File: config.mk
export PLATFORM = sky130hd
export DESIGN_NAME = mem_ctrl_arb
export DESIGN_NICKNAME = d
export VERILOG_FILES = /design/src/rtl/mem_ctrl_arb.sv
export SDC_FILE = /design/constraint.sdc
export NUM_CORES = 1
export LEC_CHECK = 0
export CAP_MARGIN = 20
export CORE_MARGIN = 1
export CORE_UTILIZATION = 28
export DETAILED_ROUTE_END_ITERATION = 10
export GPL_ROUTABILITY_DRIVEN = 0
export SLEW_MARGIN = 15
export SYNTH_ARGS = -nofsm -noshare
export SYNTH_HDL_FRONTEND = slang
export SYNTH_SLANG_ARGS = --single-unit
File: constraint.sdc
create_clock -name clk -period 3.6 [get_ports clk]
set_input_delay 0.36 -clock clk [delete_from_list [all_inputs] [get_ports clk]]
set_output_delay 0.36 -clock clk [all_outputs]
set_load 0.005 [all_outputs]
File: src/rtl/mem_ctrl_arb.sv
// mem_ctrl_arb: byte-serial main-memory controller for the RISC-V core.
// Arbitrates between the load/store data port and the instruction-fetch port and
// drives an 8-bit RAM/IO bus. The controller issues one byte address per cycle. Read
// bytes come back one cycle after their address. Writes to the IO region stall while
// the IO buffer is full.
//
// Ports:
//   clk, rst           system clock, synchronous active-high reset
//   rdy                global ready; low freezes every register
//   flush              branch-mispredict flush; abandons reads and fetches
//   d_req_* / d_resp_* data port (read/write, 1..4 bytes, little-endian)
//   i_req_* / i_resp_* fetch port (LINE_BYTES bytes per request)
//   io_buffer_full     IO write FIFO full
//   mem_din/mem_dout/mem_a/mem_wr   8-bit RAM/IO bus
module mem_ctrl_arb #(
  parameter int         ADDR_W     = 32,
  parameter int         LINE_BYTES = 4,
  parameter int         ARB_RR     = 1,
  parameter logic [1:0] IO_BASE_HI = 2'b11
) (
  input  logic                    clk,
  input  logic                    rst,
  input  logic                    rdy,
  input  logic                    flush,
  input  logic                    d_req_valid,
  input  logic                    d_req_we,
  input  logic [2:0]              d_req_len,
  input  logic [ADDR_W-1:0]       d_req_addr,
  input  logic [31:0]             d_req_wdata,
  output logic                    d_req_ready,
  output logic                    d_resp_valid,
  output logic [31:0]             d_resp_rdata,
  input  logic                    i_req_valid,
  input  logic [ADDR_W-1:0]       i_req_addr,
  output logic                    i_req_ready,
  output logic                    i_resp_valid,
  output logic [LINE_BYTES*8-1:0] i_resp_data,
  input  logic                    io_buffer_full,
  input  logic [7:0]              mem_din,
  output logic [7:0]              mem_dout,
  output logic [ADDR_W-1:0]       mem_a,
  output logic                    mem_wr
);

  localparam int LINE_W    = LINE_BYTES * 8;
  localparam int BUF_BYTES = (LINE_BYTES > 4) ? LINE_BYTES : 4;
  localparam int BUF_W     = BUF_BYTES * 8;

  typedef enum logic [1:0] {S_IDLE = 2'd0, S_READ = 2'd1, S_WRITE = 2'd2} state_t;

  state_t              state_q, state_d;
  logic                is_fetch_q, is_fetch_d;   // current read belongs to the fetch port
  logic                last_d_q, last_d_d;       // data port was served last
  logic [4:0]          len_q, len_d;
  logic [ADDR_W-1:0]   base_q, base_d;
  logic [31:0]         wdata_q, wdata_d;
  logic [4:0]          cur_idx_q, cur_idx_d;     // byte currently on the bus
  logic [4:0]          cap_idx_q, cap_idx_d;     // bytes received so far
  logic                rd_bus_q, rd_bus_d;       // bus carries a read address this cycle
  logic                cap_vld_q, cap_vld_d;     // mem_din carries a byte to capture
  logic [BUF_W-1:0]    line_buf_q, line_buf_d;
  logic [ADDR_W-1:0]   mem_a_q, mem_a_d;
  logic [7:0]          mem_dout_q, mem_dout_d;
  logic                mem_wr_q, mem_wr_d;
  logic                d_resp_valid_q, d_resp_valid_d;
  logic [31:0]         d_resp_rdata_q, d_resp_rdata_d;
  logic                i_resp_valid_q, i_resp_valid_d;
  logic [LINE_W-1:0]   i_resp_data_q, i_resp_data_d;

  logic                grant_d, grant_i, io_stall, issue_last;
  logic [4:0]          nxt_idx;
  logic [ADDR_W-1:0]   nxt_addr;

  // With round-robin, a contested grant goes to the port not served last.
  assign grant_d = d_req_valid && (!i_req_valid || (ARB_RR == 0) || !last_d_q);
  assign grant_i = i_req_valid && !grant_d;

  assign d_req_ready = !rst && (state_q == S_IDLE) && rdy && !flush && grant_d;
  assign i_req_ready = !rst && (state_q == S_IDLE) && rdy && !flush && grant_i;

  // An IO-region write byte waits on the bus while the IO buffer is full.
  assign io_stall   = (state_q == S_WRITE) && (mem_a_q[17:16] == IO_BASE_HI) && io_buffer_full;
  assign issue_last = (cur_idx_q == (len_q - 5'd1));
  assign nxt_idx    = cur_idx_q + 5'd1;
  assign nxt_addr   = base_q + ADDR_W'(nxt_idx);

  // Pause masks the strobes; a pending response pulse is kept until rdy returns.
  assign mem_a        = mem_a_q;
  assign mem_dout     = mem_dout_q;
  assign mem_wr       = mem_wr_q && rdy && !io_stall;
  assign d_resp_valid = d_resp_valid_q && rdy;
  assign d_resp_rdata = d_resp_rdata_q;
  assign i_resp_valid = i_resp_valid_q && rdy;
  assign i_resp_data  = i_resp_data_q;

  // Next-state, byte issue, byte capture and response generation.
  always_comb begin
    state_d        = state_q;
    is_fetch_d     = is_fetch_q;
    last_d_d       = last_d_q;
    len_d          = len_q;
    base_d         = base_q;
    wdata_d        = wdata_q;
    cur_idx_d      = cur_idx_q;
    cap_idx_d      = cap_idx_q;
    rd_bus_d       = rd_bus_q;
    cap_vld_d      = cap_vld_q;
    line_buf_d     = line_buf_q;
    mem_a_d        = mem_a_q;
    mem_dout_d     = mem_dout_q;
    mem_wr_d       = mem_wr_q;
    d_resp_valid_d = 1'b0;
    d_resp_rdata_d = d_resp_rdata_q;
    i_resp_valid_d = 1'b0;
    i_resp_data_d  = i_resp_data_q;
    // Flush outranks rdy: a read is abandoned even while the block is paused.
    if (!rdy && !(flush && (state_q == S_READ))) begin
      d_resp_valid_d = d_resp_valid_q;
      i_resp_valid_d = i_resp_valid_q;
    end else begin
      case (state_q)
        S_IDLE: begin
          if (!flush && grant_d) begin
            last_d_d   = 1'b1;
            is_fetch_d = 1'b0;
            len_d      = {2'b00, d_req_len};
            base_d     = d_req_addr;
            wdata_d    = d_req_wdata;
            cur_idx_d  = 5'd0;
            cap_idx_d  = 5'd0;
            line_buf_d = '0;
            mem_a_d    = d_req_addr;
            if (d_req_we) begin
              state_d    = S_WRITE;
              mem_wr_d   = 1'b1;
              mem_dout_d = d_req_wdata[7:0];
            end else begin
              state_d  = S_READ;
              rd_bus_d = 1'b1;
            end
          end else if (!flush && grant_i) begin
            last_d_d   = 1'b0;
            is_fetch_d = 1'b1;
            len_d      = 5'(LINE_BYTES);
            base_d     = i_req_addr;
            cur_idx_d  = 5'd0;
            cap_idx_d  = 5'd0;
            line_buf_d = '0;
            mem_a_d    = i_req_addr;
            state_d    = S_READ;
            rd_bus_d   = 1'b1;
          end else begin
            state_d = S_IDLE;
          end
        end
        S_READ: begin
          if (flush) begin
            state_d   = S_IDLE;
            rd_bus_d  = 1'b0;
            cap_vld_d = 1'b0;
            mem_a_d   = '0;
          end else begin
            cap_vld_d = rd_bus_q;
            if (rd_bus_q) begin
              if (issue_last) begin
                rd_bus_d = 1'b0;
                mem_a_d  = '0;
              end else begin
                cur_idx_d = nxt_idx;
                mem_a_d   = nxt_addr;
              end
            end else begin
              mem_a_d = '0;
            end
            if (cap_vld_q) begin
              line_buf_d[{cap_idx_q, 3'b000} +: 8] = mem_din;
              cap_idx_d = cap_idx_q + 5'd1;
              if (cap_idx_q == (len_q - 5'd1)) begin
                state_d = S_IDLE;
                if (is_fetch_q) begin
                  i_resp_valid_d = 1'b1;
                  i_resp_data_d  = line_buf_d[LINE_W-1:0];
                end else begin
                  d_resp_valid_d = 1'b1;
                  d_resp_rdata_d = line_buf_d[31:0];
                end
              end else begin
                state_d = S_READ;
              end
            end else begin
              state_d = S_READ;
            end
          end
        end
        S_WRITE: begin
          if (!io_stall) begin
            if (issue_last) begin
              state_d        = S_IDLE;
              mem_a_d        = '0;
              mem_dout_d     = 8'h00;
              mem_wr_d       = 1'b0;
              d_resp_valid_d = 1'b1;
              d_resp_rdata_d = 32'h0000_0000;
            end else begin
              cur_idx_d  = nxt_idx;
              mem_a_d    = nxt_addr;
              mem_dout_d = wdata_q[{nxt_idx[1:0], 3'b000} +: 8];
            end
          end else begin
            cur_idx_d = cur_idx_q;
          end
        end
        default: begin
          state_d  = S_IDLE;
          rd_bus_d = 1'b0;
          mem_wr_d = 1'b0;
          mem_a_d  = '0;
        end
      endcase
    end
  end

  // State and output registers with synchronous reset.
  always_ff @(posedge clk) begin
    if (rst) begin
      state_q        <= S_IDLE;
      is_fetch_q     <= 1'b0;
      last_d_q       <= 1'b0;
      len_q          <= 5'd0;
      base_q         <= '0;
      wdata_q        <= 32'h0000_0000;
      cur_idx_q      <= 5'd0;
      cap_idx_q      <= 5'd0;
      rd_bus_q       <= 1'b0;
      cap_vld_q      <= 1'b0;
      line_buf_q     <= '0;
      mem_a_q        <= '0;
      mem_dout_q     <= 8'h00;
      mem_wr_q       <= 1'b0;
      d_resp_valid_q <= 1'b0;
      d_resp_rdata_q <= 32'h0000_0000;
      i_resp_valid_q <= 1'b0;
      i_resp_data_q  <= '0;
    end else begin
      state_q        <= state_d;
      is_fetch_q     <= is_fetch_d;
      last_d_q       <= last_d_d;
      len_q          <= len_d;
      base_q         <= base_d;
      wdata_q        <= wdata_d;
      cur_idx_q      <= cur_idx_d;
      cap_idx_q      <= cap_idx_d;
      rd_bus_q       <= rd_bus_d;
      cap_vld_q      <= cap_vld_d;
      line_buf_q     <= line_buf_d;
      mem_a_q        <= mem_a_d;
      mem_dout_q     <= mem_dout_d;
      mem_wr_q       <= mem_wr_d;
      d_resp_valid_q <= d_resp_valid_d;
      d_resp_rdata_q <= d_resp_rdata_d;
      i_resp_valid_q <= i_resp_valid_d;
      i_resp_data_q  <= i_resp_data_d;
    end
  end

endmodule

==> metrics, run 1 <==
flops & latches, synth=between 200 and 250; Total GRT Usage=0.168; Worst path depth=5; Antenna Cells=0; Post-synth EDFFs=0; Synth Net Count=1313; antenna violations before repair=0; Leak=about 4.7 nW; # DRC=20; CP endpoint kind=primary output; top-level I/O count=224; main flop type after synthesis=dfxtp_1; Cell Pwr Density=433 nW/um2; most frequent cells after synthesis=dfxtp_1, nor2_1, nand2_1; Vias/cell=just over 5; CTS clk-pin slew, worst paths=0.06 ns; violated checks=DRC; max-cap violations=0; Yosys cell types=63; status=finished, violations left; Worst Path Class, Setup=flip-flop to primary output; Post-CTS Hold Fix Bufs=0; Die H=193 um; layout cells sized above 1=0.0720; worst min path class=input pin to flip-flop; Clock Latency Late Sink=0.53 ns; CTS sink cnt=~220; worst slew pin tran=between 1 and 1.5 ns; Core Area=35700 um2; Tcrit/Tclk final=0.882; Final min period=3.17 ns; count leader, synth=dfxtp_1; row cnt=69; CP Cell Sequence=inv_1 > ha_1 > nand4_1 > and3_1 > clkdlybuf4s50_1; synthesized instance count=about 1.2k; Yosys Warn Count=0; Worst VDD drop=0.330 mV; total clock buffers created by CTS=26; Data arrival, critical path=2.81 ns; cell taking the most area after synthesis=dfxtp_1; Clock Skew=about 0.019 ns; die area=37200 um2; router iterations before antenna repair=10; CTS tree=done; largest fanout on the critical path=22; Worst path max stage delay=around 0.66 ns; # resized after CTS=0; Post-CTS Setup Inserts=0; Antenna Nets Post-Route=0; CTS max path bufs=3; H-tree Lvls=1; DRT iter0 DRCs=732; Synth Cell Area=~10000 um2; CP delay by family, top=simple AND/OR/NAND/NOR gates; Max transition margin=0.330; vias in the first global route=8796; Clock Tree Root=clkbuf_16; die width=193 um; setup TNS=0 ns; register area share after synthesis=0.436; Final Util=0.383; critical path launch point type=flip-flop; wire per inst=17.4 um; port bufs=223; f_max=315 MHz; final WL=32200 um; slowest CP cell=ha_1; Initial Util=0.285; Fin. Hold Viols=0; first-pass GRT wire length=49000 um; Final nets=1503; Congestion Overflow GR=0; final setup vio count=0; share of the synthesized area in the top cell type=0.436; flop2flop setup slack=~0.57 ns; worst hold path depth=2; fraction of registers with async set/reset=0; pin count of the biggest net entering global routing=91; placed wire-length estimate=between 20000 and 25000 um; Mean Syn Cell Area=8.63 um2; Slew Limit Fails=0; cells on worst reg2reg path=10; vias=approximately 9.4k; Area contributors post-synth=dfxtp_1, nor2_1, mux2i_1; RSZ-0062 raised after global routing=no; CP Buf/Inv Count=2; area delta synth->final=34.2%; Crit path required time=3.24 ns
==> state kept, by name, summed over array words and instances (netlist names), 5 cells and up <==
signal and cells:
base_q 32, d_resp_rdata 32, i_resp_data 32, line_buf_q 32, mem_a 32, wdata_q 32, mem_dout 8, cap_idx_q 5
cur_idx_q 5
==> cells by family (layout without fill, tap and decap cells) <==
family / count (synthesis) / count (layout) / share of synthesized area
flops: 222 / 222 / 0.436
simple gates: 435 / 435 / 0.193
fa+ha+maj: 16 / 16 / 0.0204
mux: 72 / 72 / 0.0816
compound gates: 287 / 287 / 0.189
xor+xnor: 43 / 43 / 0.0369
buf+inv: 107 / 313 / 0.0439
==> placed cells by master (no fill, tap or decap), drive strengths merged, types with 7 or more instances in the layout <==
cell type,synthesis,layout
and2,15,15
o22ai,7,7
nor3,33,33
nand3,20,20
a22oi,19,19
a211oi,62,62
inv,22,23
a221oi,10,10
mux2,9,9
clkbuf,58,37
nor2,180,180
clkdlybuf4s50,0,222
xnor2,25,25
o2bb2ai,16,16
buf,27,25
nand2,120,120
a21oi,104,104
a2bb2oi,9,9
xor2,18,18
mux2i,55,55
dfxtp,222,222
nand4,11,11
o21ai,29,29
ha,15,15
o221ai,8,8
or3,19,19
mux4,8,8
==> cell type report <==
| type | count | area, um2 |
|---|---|---|
| Clock buffer | 37 | 763 |
| Clock inverter | 7 | 66.3 |
| Fill cell | 3588 | 22000 |
| Inverter | 22 | 82.6 |
| Multi-Input combinational cell | 853 | 5330 |
| Sequential cell | 222 | 4440 |
| Tap cell | 461 | 577 |
| Timing Repair Buffer | 247 | 2430 |
==> routing by layer <==
layer,vias to the layer above,track usage,share of wire,wire length [um]
met5,-,0,0,0
met4,0,0.0333,0.014,443
met3,37,0.0382,0.093,3010
met2,329,0.274,0.46,14800
met1,4416,0.224,0.43,14000
li1,4570,-,-,-
==> final timing paths <==
check,start,to
setup / recovery,state_q[0],mem_wr
setup reg to reg,cur_idx_q[1],mem_a[12]
hold reg to reg,d_resp_rdata[1],d_resp_rdata[1]
hold / removal,rst,wdata_q[0]
==> per-stage QoR <==
| step | power [mW] | instances | hold slack (ns) | cell area [um2] | worst slack [ns] |
|---|---|---|---|---|---|
| finish | 5.93 | 1849 | 0.237 | 13700 | 0.426 |
| global route | 6.18 | 1849 | 0.240 | 13700 | 0.268 |
| CTS | 6.01 | 1849 | 0.216 | 13700 | 0.467 |
| detailed placement | 3.41 | 1805 | 0.443 | 12900 | 0.599 |
| global placement | 3.40 | 1805 | 0.439 | 12900 | 0.688 |
| floorplan | 3.05 | 1182 | 0.427 | 10200 | 0.768 |
==> report_power, final <==
part	switching [mW]	total [mW]	internal [mW]	leakage, nW
Clock	1.03	2.57	1.53	0.409
Sequential	0.0749	2.62	2.54	1.80
Combinational	0.392	0.741	0.349	2.53
Note: power is estimated with default switching activity, not from simulation.
==> run 2: changes to the inputs <==
--- a/config.mk
+++ b/config.mk
@@ -6,10 +6,14 @@
 export NUM_CORES = 1
 export LEC_CHECK = 0
 export CAP_MARGIN = 20
-export CORE_MARGIN = 1
+export CELL_PAD_IN_SITES_DETAIL_PLACEMENT = 2
+export CELL_PAD_IN_SITES_GLOBAL_PLACEMENT = 2
+export CORE_MARGIN = 3
 export CORE_UTILIZATION = 28
 export DETAILED_ROUTE_END_ITERATION = 10
+export DONT_BUFFER_PORTS = 1
 export GPL_ROUTABILITY_DRIVEN = 0
+export PLACE_DENSITY_LB_ADDON = 0.1
 export SLEW_MARGIN = 15
 export SYNTH_ARGS = -nofsm -noshare
 export SYNTH_HDL_FRONTEND = slang
==> metrics, run 2 (synthesis gave the netlist of run 1 again) <==
status=finished, final reports clean; die area=38800 um2 (+4.2%); top-level I/O count=224 (unchanged); antenna violations before repair=1 (+1); Clock Skew=0.0156 ns (-0.00361 ns); footprint of the multi-input gates=5340 um2 (about the same); Fin. Hold Viols=0 (unchanged); slowest CP cell=nor2_2; CTS sink cnt=222 (unchanged); Tcrit/Tclk final=0.847 (-0.0350); most common cell after layout, fill and taps aside=dfxtp_1; worst hold path depth=3 (+1); flop2flop setup slack=0.55 ns (-0.02 ns); RR Endpoint=mem_a[20]; Worst Path Class, Setup=flip-flop to flip-flop; fill count=4069 (+13%); Worst path max stage delay=0.70 ns (+0.04 ns); final WL=36900 um (+14%); f_max=328 MHz (+4.1%); Crit path required time=4.04 ns (+0.80 ns); Critical Path Start=len_q[0]; critical path launch point type=flip-flop; most frequent cells in the layout=dfxtp_1, nor2_1, nand2_1, a21oi_1, a211oi_1; RSZ-0062 raised after global routing=no; row cnt=69 (unchanged); Final Util=0.335 (-0.0482); vias in the first global route=9481 (+7.8%); cells on worst reg2reg path=9 (-1); Congestion Overflow GR=0 (unchanged); CTS clk-pin slew, worst paths=0.06 ns (about the same); DRT iter0 DRCs=263 (-64%); largest fanout on the critical path=17 (-23%); worst min path class=input pin to flip-flop; Leak=4.13 nW (-13%); Worst VDD drop=0.348 mV (+5.3%); Placed Cells=1581 (-12%); pin count of the biggest net entering global routing=179 (+97%); CP Buf/Inv Count=1 (-1); H-tree Lvls=1 (unchanged); design area=12000 um2 (-13%); Data arrival, critical path=3.49 ns (+0.68 ns); Final min period=3.05 ns (-0.126 ns); Worst path most repeated cell=ha_1; total clock buffers created by CTS=28 (+7.7%); router iterations before antenna repair=4 (-6); worst slew pin tran=1.23 ns (+0.226 ns); CTS max path bufs=3 (unchanged); Die H=197 um (+2.1%); CP endpoint kind=flip-flop; Core Area=35700 um2 (unchanged); vias=8735 (-6.6%); Worst Hold End=last_d_q; Max transition margin=0.180 (-0.151); max-cap violations=0 (unchanged); Register Area=4440 um2 (unchanged); placed inst area=10600 um2 (-17%); Initial Util=0.285 (unchanged); wire per inst=22.1 um (+27%); Final nets=1318 (-12%); placed wire-length estimate=25300 um (+11%); CTS tree=done; Vias/cell=5.23 (+3.4%); CP delay by family, top=simple AND/OR/NAND/NOR gates; port bufs=0 (-100%); layout cells sized above 1=0.0877 (+0.0156); Total GRT Usage=0.187 (+0.0193); setup TNS=0 ns (unchanged); Final Non-Filler Cells=1671 (-9.6%); worst hold slack=0.0416 ns (-0.195 ns); area delta synth->final=17.3%; worst r2r src=len_q[0]; # DRC=0 (-100%); Clock Tree Root=clkbuf_16; Clock Latency Late Sink=0.56 ns (+0.03 ns); Slew Limit Fails=0 (unchanged); die width=197 um (+2.1%); CP Cell Sequence=inv_1 > ha_1 > ha_1 > xnor2_1 > nor4_2 > and2_1 > nor2_2 > nand2_2 > o22ai_1; Antenna Nets Post-Route=0 (unchanged); first-pass GRT wire length=57600 um (+17%); hold path start=flush; Cell Pwr Density=505 nW/um2 (+17%); final setup vio count=0 (unchanged)
-- run 2: area by class of cell --
class | instances | area share
Inverter | 22 | 0.00690
Clock inverter | 11 | 0.00993
Timing Repair Buffer | 60 | 0.0500
Tap cell | 461 | 0.0482
Antenna cell | 1 | 0.000209
Clock buffer | 41 | 0.0676
Multi-Input combinational cell | 853 | 0.446
Sequential cell | 222 | 0.371
-- run 2: worst max path at each step --
stage                     slack [ns]   endpoint  cells past startpoint
after CTS                       0.16  mem_a[19]                      9
after global routing            0.24  mem_a[31]                      9
after detailed placement        0.20  mem_a[31]                      9
final                           0.55  mem_a[20]                      9
after floorplan                 0.77  mem_a[30]                     10
after global placement          0.29  mem_a[31]                      9
-- run 2: power breakdown --
group / leakage [nW] / switching, mW / internal, mW
sequential: 1.80 / 0.0840 / 2.54
clock: 0.459 / 1.13 / 1.70
combinational: 1.87 / 0.367 / 0.219
total: 4.13 / 1.58 / 4.46
-- run 2: metrics by stage --
step	worst slack (ns)	power, mW
after floorplan	0.768	3.05
final	0.552	6.04
after detailed placement	0.197	3.20
after global placement	0.286	3.19
after CTS	0.160	6.16
after global routing	0.243	6.34
-- run 2: worst min-delay path, stage by stage --
cell	delay, ns
nor4_4	0.03
a21oi_1	0.11
nor2_1	0.04
-- run 2: what timing repair did --
item / CTS / global route
resized for setup: 0 / 1
hold endpoints to repair: 179 / 0
buffers inserted: 0 / 0
hold buffers: 37 / 0
endpoints found under the setup margin: 0 / 11
-- run 2: layer usage --
layer	global-route usage	vias to the layer above	wire (um)
li1	-	4209	-
met1	0.233	4336	16000
met2	0.334	147	18400
met3	0.0379	43	1790
met4	0.0409	0	748
met5	0	-	0
